===== src/rtl/multicycle_ctrl_fsm_pkg.sv =====
// Shared encodings for the multi-cycle RV32 control sequencer and its opcode decoder.
package riscv_ctrl_pkg;

  typedef enum logic [2:0] {
    S_IDLE   = 3'd0,
    S_FETCH  = 3'd1,
    S_DECODE = 3'd2,
    S_EXEC   = 3'd3,
    S_MEM    = 3'd4,
    S_WB     = 3'd5
  } state_e;

  typedef enum logic [2:0] {
    CLS_NONE   = 3'd0,
    CLS_RTYPE  = 3'd1,
    CLS_LOAD   = 3'd2,
    CLS_STORE  = 3'd3,
    CLS_BRANCH = 3'd4
  } cls_e;

  localparam logic [6:0] OP_RTYPE  = 7'b0110011;
  localparam logic [6:0] OP_LOAD   = 7'b0000011;
  localparam logic [6:0] OP_STORE  = 7'b0100011;
  localparam logic [6:0] OP_BRANCH = 7'b1100011;

  localparam logic [1:0] ALU_ADD   = 2'b00;
  localparam logic [1:0] ALU_BR    = 2'b01;
  localparam logic [1:0] ALU_FUNCT = 2'b10;

endpackage


===== src/rtl/ctrl_opcode_class.sv =====
// Combinational opcode-to-class decoder; shared with the pipelined core's decode stage.
module ctrl_opcode_class
  import riscv_ctrl_pkg::*;
(
  input  logic [6:0] opcode_i,
  output cls_e       cls_o
);

  always_comb begin
    cls_o = CLS_NONE;
    case (opcode_i)
      OP_RTYPE:  cls_o = CLS_RTYPE;
      OP_LOAD:   cls_o = CLS_LOAD;
      OP_STORE:  cls_o = CLS_STORE;
      OP_BRANCH: cls_o = CLS_BRANCH;
      default:   cls_o = CLS_NONE;
    endcase
  end

endmodule


===== src/rtl/multicycle_ctrl_fsm.sv =====
// Multi-cycle sequencer: FETCH/DECODE/EXEC/MEM/WB over a shared memory port and ALU.
module multicycle_ctrl_fsm
  import riscv_ctrl_pkg::*;
(
  input  logic       clk,
  input  logic       rst_n,
  input  logic       run,
  input  logic [6:0] opcode,
  input  logic       zero,
  input  logic       mem_ready,
  output logic       mem_req,
  output logic       mem_we,
  output logic       mem_sel,
  output logic       ir_write,
  output logic       pc_write,
  output logic       pc_src,
  output logic       alu_src,
  output logic [1:0] alu_op,
  output logic       reg_write,
  output logic       mem_to_reg,
  output logic       illegal,
  output logic       retire,
  output logic [2:0] state
);

  state_e state_q, state_d;
  cls_e   cls_q, cls_d;
  cls_e   dec_cls;

  ctrl_opcode_class u_dec (
    .opcode_i (opcode),
    .cls_o    (dec_cls)
  );

  always_ff @(posedge clk or negedge rst_n) begin
    if (!rst_n) begin
      state_q <= S_IDLE;
      cls_q   <= CLS_NONE;
    end else begin
      state_q <= state_d;
      cls_q   <= cls_d;
    end
  end

  assign state = state_q;

  // Outputs past DECODE key off the registered class so a changing IR bus cannot glitch them.
  always_comb begin
    state_d    = state_q;
    cls_d      = cls_q;
    mem_req    = 1'b0;
    mem_we     = 1'b0;
    mem_sel    = 1'b0;
    ir_write   = 1'b0;
    pc_write   = 1'b0;
    pc_src     = 1'b0;
    alu_src    = 1'b0;
    alu_op     = ALU_ADD;
    reg_write  = 1'b0;
    mem_to_reg = 1'b0;
    illegal    = 1'b0;
    retire     = 1'b0;
    case (state_q)
      S_IDLE: begin
        if (run) state_d = S_FETCH;
      end
      S_FETCH: begin
        mem_req = 1'b1;
        if (mem_ready) begin
          ir_write = 1'b1;
          pc_write = 1'b1;
          state_d  = S_DECODE;
        end
      end
      S_DECODE: begin
        cls_d = dec_cls;
        if (dec_cls == CLS_NONE) begin
          illegal = 1'b1;
          state_d = run ? S_FETCH : S_IDLE;
        end else begin
          state_d = S_EXEC;
        end
      end
      S_EXEC: begin
        case (cls_q)
          CLS_RTYPE: begin
            alu_op  = ALU_FUNCT;
            state_d = S_WB;
          end
          CLS_LOAD, CLS_STORE: begin
            alu_src = 1'b1;
            state_d = S_MEM;
          end
          CLS_BRANCH: begin
            alu_op   = ALU_BR;
            retire   = 1'b1;
            pc_write = zero;
            pc_src   = zero;
            state_d  = run ? S_FETCH : S_IDLE;
          end
          default: state_d = S_IDLE;
        endcase
      end
      S_MEM: begin
        mem_req = 1'b1;
        mem_sel = 1'b1;
        mem_we  = (cls_q == CLS_STORE);
        alu_src = 1'b1;
        if (mem_ready) begin
          if (cls_q == CLS_STORE) begin
            retire  = 1'b1;
            state_d = run ? S_FETCH : S_IDLE;
          end else begin
            state_d = S_WB;
          end
        end
      end
      S_WB: begin
        reg_write  = 1'b1;
        mem_to_reg = (cls_q == CLS_LOAD);
        retire     = 1'b1;
        state_d    = run ? S_FETCH : S_IDLE;
      end
      default: state_d = S_IDLE;
    endcase
  end

endmodule


===== config.mk =====
export PLATFORM = sky130hd
export DESIGN_NAME = multicycle_ctrl_fsm
export DESIGN_NICKNAME = d
export VERILOG_FILES = /design/src/rtl/multicycle_ctrl_fsm_pkg.sv /design/src/rtl/ctrl_opcode_class.sv /design/src/rtl/multicycle_ctrl_fsm.sv
export SDC_FILE = /design/constraint.sdc
export NUM_CORES = 1
export LEC_CHECK = 0
export CAP_MARGIN = 20
export CORE_MARGIN = 2
export CORE_UTILIZATION = 30
export DETAILED_ROUTE_END_ITERATION = 6
export HOLD_SLACK_MARGIN = 0.03
export PLACE_DENSITY = 0.74
export SLEW_MARGIN = 20
export SYNTH_ARGS = -nofsm -noshare
export SYNTH_HDL_FRONTEND = slang
export SYNTH_SLANG_ARGS = --single-unit

===== constraint.sdc =====
create_clock -name clk -period 2.1 [get_ports clk]
set_input_delay 0.315 -clock clk [delete_from_list [all_inputs] [get_ports clk]]
set_output_delay 0.315 -clock clk [all_outputs]
set_load 0.005 [all_outputs]

# Word level (Yosys, flattened, before mapping)
# Cells that the tools add are included.
dict set report totals {
  reg_bits 6
  output_inout_bits 16
}
dict set report classes {
  eq_ne 16
  mux 29
  n_reduce_logical 5
}
# cell count
set op_table {}
lappend op_table {{3-bit one-hot mux with 6 select lines} 1}
lappend op_table {{1-bit two-way mux} 16}
lappend op_table {{7-bit by 6-bit == test with 1-bit output (second input constant)} 2}
lappend op_table {{3-bit by 2-bit == test with 1-bit output (second input constant)} 4}
lappend op_table {{3-bit two-way mux} 4}
lappend op_table {{3-bit one-hot mux with 4 select lines} 1}
lappend op_table {{3-bit == test (second input constant)} 3}
lappend op_table {{3-bit one-hot mux with 3 select lines} 1}
lappend op_table {{7-bit by 2-bit == test with 1-bit output (second input constant)} 1}
lappend op_table {{7-bit == test (second input constant)} 1}
lappend op_table {{3-bit by 1-bit == test with 1-bit output (second input constant)} 2}
lappend op_table {{3-bit logical NOT} 2}
lappend op_table {{2-bit inequality test (second input constant)} 3}
lappend op_table {{2-bit two-way mux} 2}
lappend op_table {{1-bit one-hot mux with 2 select lines} 2}
lappend op_table {{2-bit one-hot mux with 2 select lines} 1}
lappend op_table {{2-bit OR reduction} 2}
lappend op_table {{1-bit one-hot mux with 3 select lines} 1}
lappend op_table {{3-bit AND reduction} 1}

# Longest topological paths before layout
dict set report depth {
  depth_word 5
  depth_mapped 6
  mapped_depth_nobuf 6
}

# Modules after synthesis
# Synthesis repeated with hierarchy kept, for this count alone.
dict set report unflattened {
  hier_cells 59
  area_unflattened_um2 564.3
}
# mod n_inst cells_per_inst area_each_um2 seq_area_each_um2
set by_module_without_submodules {}
lappend by_module_without_submodules {multicycle_ctrl_fsm 1 54 505.5 150.1}
lappend by_module_without_submodules {ctrl_opcode_class 1 5 58.8 0.0}

# Least setup slack after synthesis
# Ideal clock, no wire load.
dict set report synth_timing {
  kind {reg-to-output}
  from {register cls_q[1]}
  to {output port pc_write}
  t_arrival_ps 1246
  t_required_ps 1785
  path_slack_ps 539
  stages_incl_launch_ff 5
  path_buffers 0
  cell_sequence {dfrtp_1 -> or3b_1 -> nor2_1 -> and2_1 -> nand2b_1}
}
dict set report synth_between {
  elab_chain_len 3
}
# element line_no
set synth_rtl {}
lappend synth_rtl {{from (decl)} multicycle_ctrl_fsm.sv:27} ;# cls_e cls_q, cls_d;
lappend synth_rtl {{from (signal assigned)} multicycle_ctrl_fsm.sv:41} ;# cls_q <= cls_d;
lappend synth_rtl {{3-bit == test} multicycle_ctrl_fsm.sv:85} ;# case (cls_q)
lappend synth_rtl {{1-bit two-way mux} multicycle_ctrl_fsm.sv:85}
lappend synth_rtl {{1-bit one-hot mux with 2 select lines} multicycle_ctrl_fsm.sv:63} ;# case (state_q)
lappend synth_rtl {{to (decl)} multicycle_ctrl_fsm.sv:15} ;# output logic pc_write,
# No other way between the ends.

# Worst setup path in the final report
dict set report layout_timing {
  from {register state_q[2] (netlist: state[2])}
  to {output port pc_write}
}
dict set report layout_between {
  elab_chain_len 2
  elab_cells_between_ends 3
  cone_classes {eq/ne (2); mux (1)}
}
# element line_no
set layout_rtl {}
lappend layout_rtl {{from (decl)} multicycle_ctrl_fsm.sv:26} ;# state_e state_q, state_d;
lappend layout_rtl {{from (signal assigned)} multicycle_ctrl_fsm.sv:40} ;# state_q <= state_d;
lappend layout_rtl {{3-bit by 2-bit == test with 1-bit output / 3-bit by 1-bit == test with 1-bit output (equally long branches)} multicycle_ctrl_fsm.sv:63}
lappend layout_rtl {{1-bit one-hot mux with 2 select lines *} multicycle_ctrl_fsm.sv:63}
# Every way passes the cells marked *; elsewhere a longest branch is shown, timed or not.

==> summary.txt <==
Cells and area
  – Synth-to-Final Area Change: 85.33%
  – Fin nets: 117
  – Fillers: 140
  – Non-filler cells, final: 119
  – Ant diodes: 0
  – Layout cell share with drive strength beyond 1: 0.2913
  – Area of the multi-input gates: 349.1 sq um
  – Storage cell area: 152.6 sq um

Pwr
  – Peak supply drop: slightly above 0.5 mV
  – P_leak: 0.4845 nW
  – Power density cells: 700.4 mW/mm^2

STA
  – Fin Setup TNS: 0 ns
  – Final period util: 0.9445
  – Final setup viols: 0
  – Hold WS: 0.3120 ns
  – Least-Margin Pin Slew: between 0.2 and 0.3 ns
  – Final Skew: 0.003917 ns
  – Max-Slew Margin vs Limit: 0.8197
  – Post-layout min period: 1.983 ns
  – Final slew viol count: 0
  – Fmax: 504.2 MHz
  – Unrepaired setup endpoints after global routing: no
  – Final hold viol count: 0

Routing
  – Initial DRC count: 12
  – Residual DRC: 0
  – Post-route ant nets: 0
  – DR vias/cell: roughly 5.0
  – Total wire length after detailed routing: 1.370 mm
  – Drt pass-1 iters: 4
  – WL/cell: approximately 12 microns
  – Via count: ~600

Floorplan
  – Rows: 14
  – Core footprint: 0.001559 sq mm
  – Initial core utilization: 0.3283
  – Die Ht: roughly 45 microns
  – Die X: around 45 microns
  – I/O pin count: 28
  – Die Area: 0.002052 sq mm

Synthesis
  – Fraction of registers with async set/reset: 1.000
  – Post-Synth XOR/XNOR Area: 0.01711
  – Seq/Total Area, Yosys: 0.2934
  – Compound-gate portion of the synthesized area: 0.2567
  – Syn Inst Count: 60
  – Post-Syn Area: between 500 and 600 sq um
  – Commonest register cell after synthesis: dfrtp_1
  – Largest family of logic cells by synthesized area: simple AND/OR/NAND/NOR gates
  – Seq cells post-synth: 6
  – Synth Warn #: 0
  – Post-synth EDFFs: 0
  – Post-synthesis mux area share: 0.02200
  – Post-Synth Simple-Gate Area: 0.3301
  – Syn Nets: 72
  – Post-synthesis area per instance: between 8 and 9 sq um
  – Adder-cell share of the synthesized area: 0
  – Netlist cell types: 28

Worst setup path
  – Worst EP required: 1.78 ns
  – Worst setup path start: state[2]$_DFFE_PN0P_
  – Worst Path Arrival: around 1.7 ns
  – Worst r2r src: state[2]$_DFFE_PN0P_
  – Startpoint types: flop
  – Crit end category: primary output
  – Setup Crit Path Kind: reg -> out
  – Crit-path max FO: 5

Place
  – RD Place Congestion: a little under 0.8
  – Post-placement cell count: between 100 and 150
  – Detail Placement HPWL: 1.086 mm
  – Port bufs: 27

Global routing
  – Total global-route track usage: 0.1445
  – Total grt overflow: 0
  – Vias in the first global route: 506
  – Initial antenna violation count: 0
  – First-pass GRT wire length: 2.125 mm
  – Largest net degree at the start of global routing: 8

Status
  – Outcome: complete, no violations

Flow run
  – Max Cap Violations: 0

Clocking
  – Sink Count: 6
  – Total CTS buffers: 3
  – CTS tree: yes
  – CTS Buffer Depth: 2
  – H-tree depth: 1
  – CTS clk-pin slew, worst paths: around 0.04 ns
  – CTS Hold Bufs: 0
  – Insertion delay to the later sink of the worst-skew pair: 0.24 ns
  – Clock Tree Root: clkbuf_4

Hold path
  – HP Class: in -> async
-- cell type report --
type                       instances  area share
timing repair buffer              42      0.4063
multi-input combinational         47      0.3681
inverter                           5     0.01979
clock buffer                       3     0.02375
tap                               16     0.02111
sequential                         6      0.1609
-- cell usage after synthesis (2+ instances only) --
| master | count | area share |
|---|---|---|
| and2_1 | 2 | 0.024 |
| a31oi_1 | 2 | 0.024 |
| nand3b_1 | 2 | 0.029 |
| buf_6 | 2 | 0.044 |
| nor2b_1 | 2 | 0.024 |
| a21o_1 | 2 | 0.029 |
| inv_1 | 5 | 0.037 |
| or3b_1 | 2 | 0.034 |
| nand2b_1 | 4 | 0.049 |
| o41ai_2 | 2 | 0.064 |
| nand2_1 | 7 | 0.051 |
| nor2_1 | 4 | 0.029 |
| dfrtp_1 | 6 | 0.29 |
| o21bai_1 | 2 | 0.029 |
| o21ai_0 | 3 | 0.029 |
-- registers in the layout, summed over array words and instances, names as in the netlist --
register  cells
state         3
cls_q         3
-- worst paths after layout --
check / to / slack, ns / cells past startpoint
worst min register to register: cls_q[2]$_DFFE_PN0P_ / 0.59 / 3
max in group asynchronous: state[1]$_DFFE_PN0P_ / 1.57 / 1
worst min-delay path: state[2]$_DFFE_PN0P_ / 0.31 / 1
min in group clk: cls_q[2]$_DFFE_PN0P_ / 0.59 / 3
worst max-delay path: pc_write / 0.12 / 6
worst max register to register: state[0]$_DFFE_PN0P_ / 0.63 / 5
-- critical path: stages, from the launching register on --
cell           delay [ns]
dfrtp_1              0.42
nand3b_1             0.30
nor2_4               0.17
buf_4                0.11
and2_4               0.12
nand2b_1             0.08
dlygate4sd2_1        0.23
-- placed cells by master (no fill, tap or decap), drive strengths merged, types with 2 or more instances in the layout --
cell type and instances:
nand2b 4, dfrtp 6, o41ai 2, and2 2, buf 15, nand2 7
o21bai 2, or3b 2, nand3b 2, clkbuf 3, dlygate4sd2 4, clkdlybuf4s50 20
o21ai 4, a21o 2, dlymetal6s2s 3, nor2 5, nor2b 2, inv 5
a31oi 2
-- report_power, final --
group          switching, mW  internal, mW  total [mW]
logic                  0.151         0.230       0.381
registers             0.0376         0.147       0.185
clock network         0.0347        0.0642      0.0988
total                  0.223         0.442       0.664
-- per-layer routing --
metal,global-route usage,up-vias,wire length (microns)
met2,0.2457,22,698
li1,-,305,-
met4,0.05294,0,0
met1,0.1675,270,585
met5,0,-,0
met3,0.04800,0,86
-- per-stage QoR --
stage	util	power (mW)	area, sq um	setup WS (ns)
global route	0.6083	0.7215	948.4	0.02126
CTS	0.5939	0.6695	925.9	0.008427
floorplan	-	0.3583	511.7	0.5391
finish	0.6083	0.6643	948.4	0.1166
global placement	0.5433	0.5225	847.1	0.02073
detailed placement	0.5433	0.5267	847.1	0.008446
-- timing repair --
| action | in CTS | in global routing |
|---|---|---|
| hold endpoints to repair | 0 | 0 |
| buffers inserted | 4 | 2 |
| resized for setup | 14 | 4 |
| pin swaps | 3 | 2 |
| setup endpoints to repair | 7 | 4 |
-- cells by family (layout without fill, tap and decap cells) --
group                  after synthesis  count (layout)
XOR/XNOR                             1               1
multiplexers                         1               1
AO/OA/AOI/OAI                       17              17
flip-flops                           6               6
AND/OR/NAND/NOR                     28              28
buffers and inverters                7              50
(Power assumes the default switching activity.)
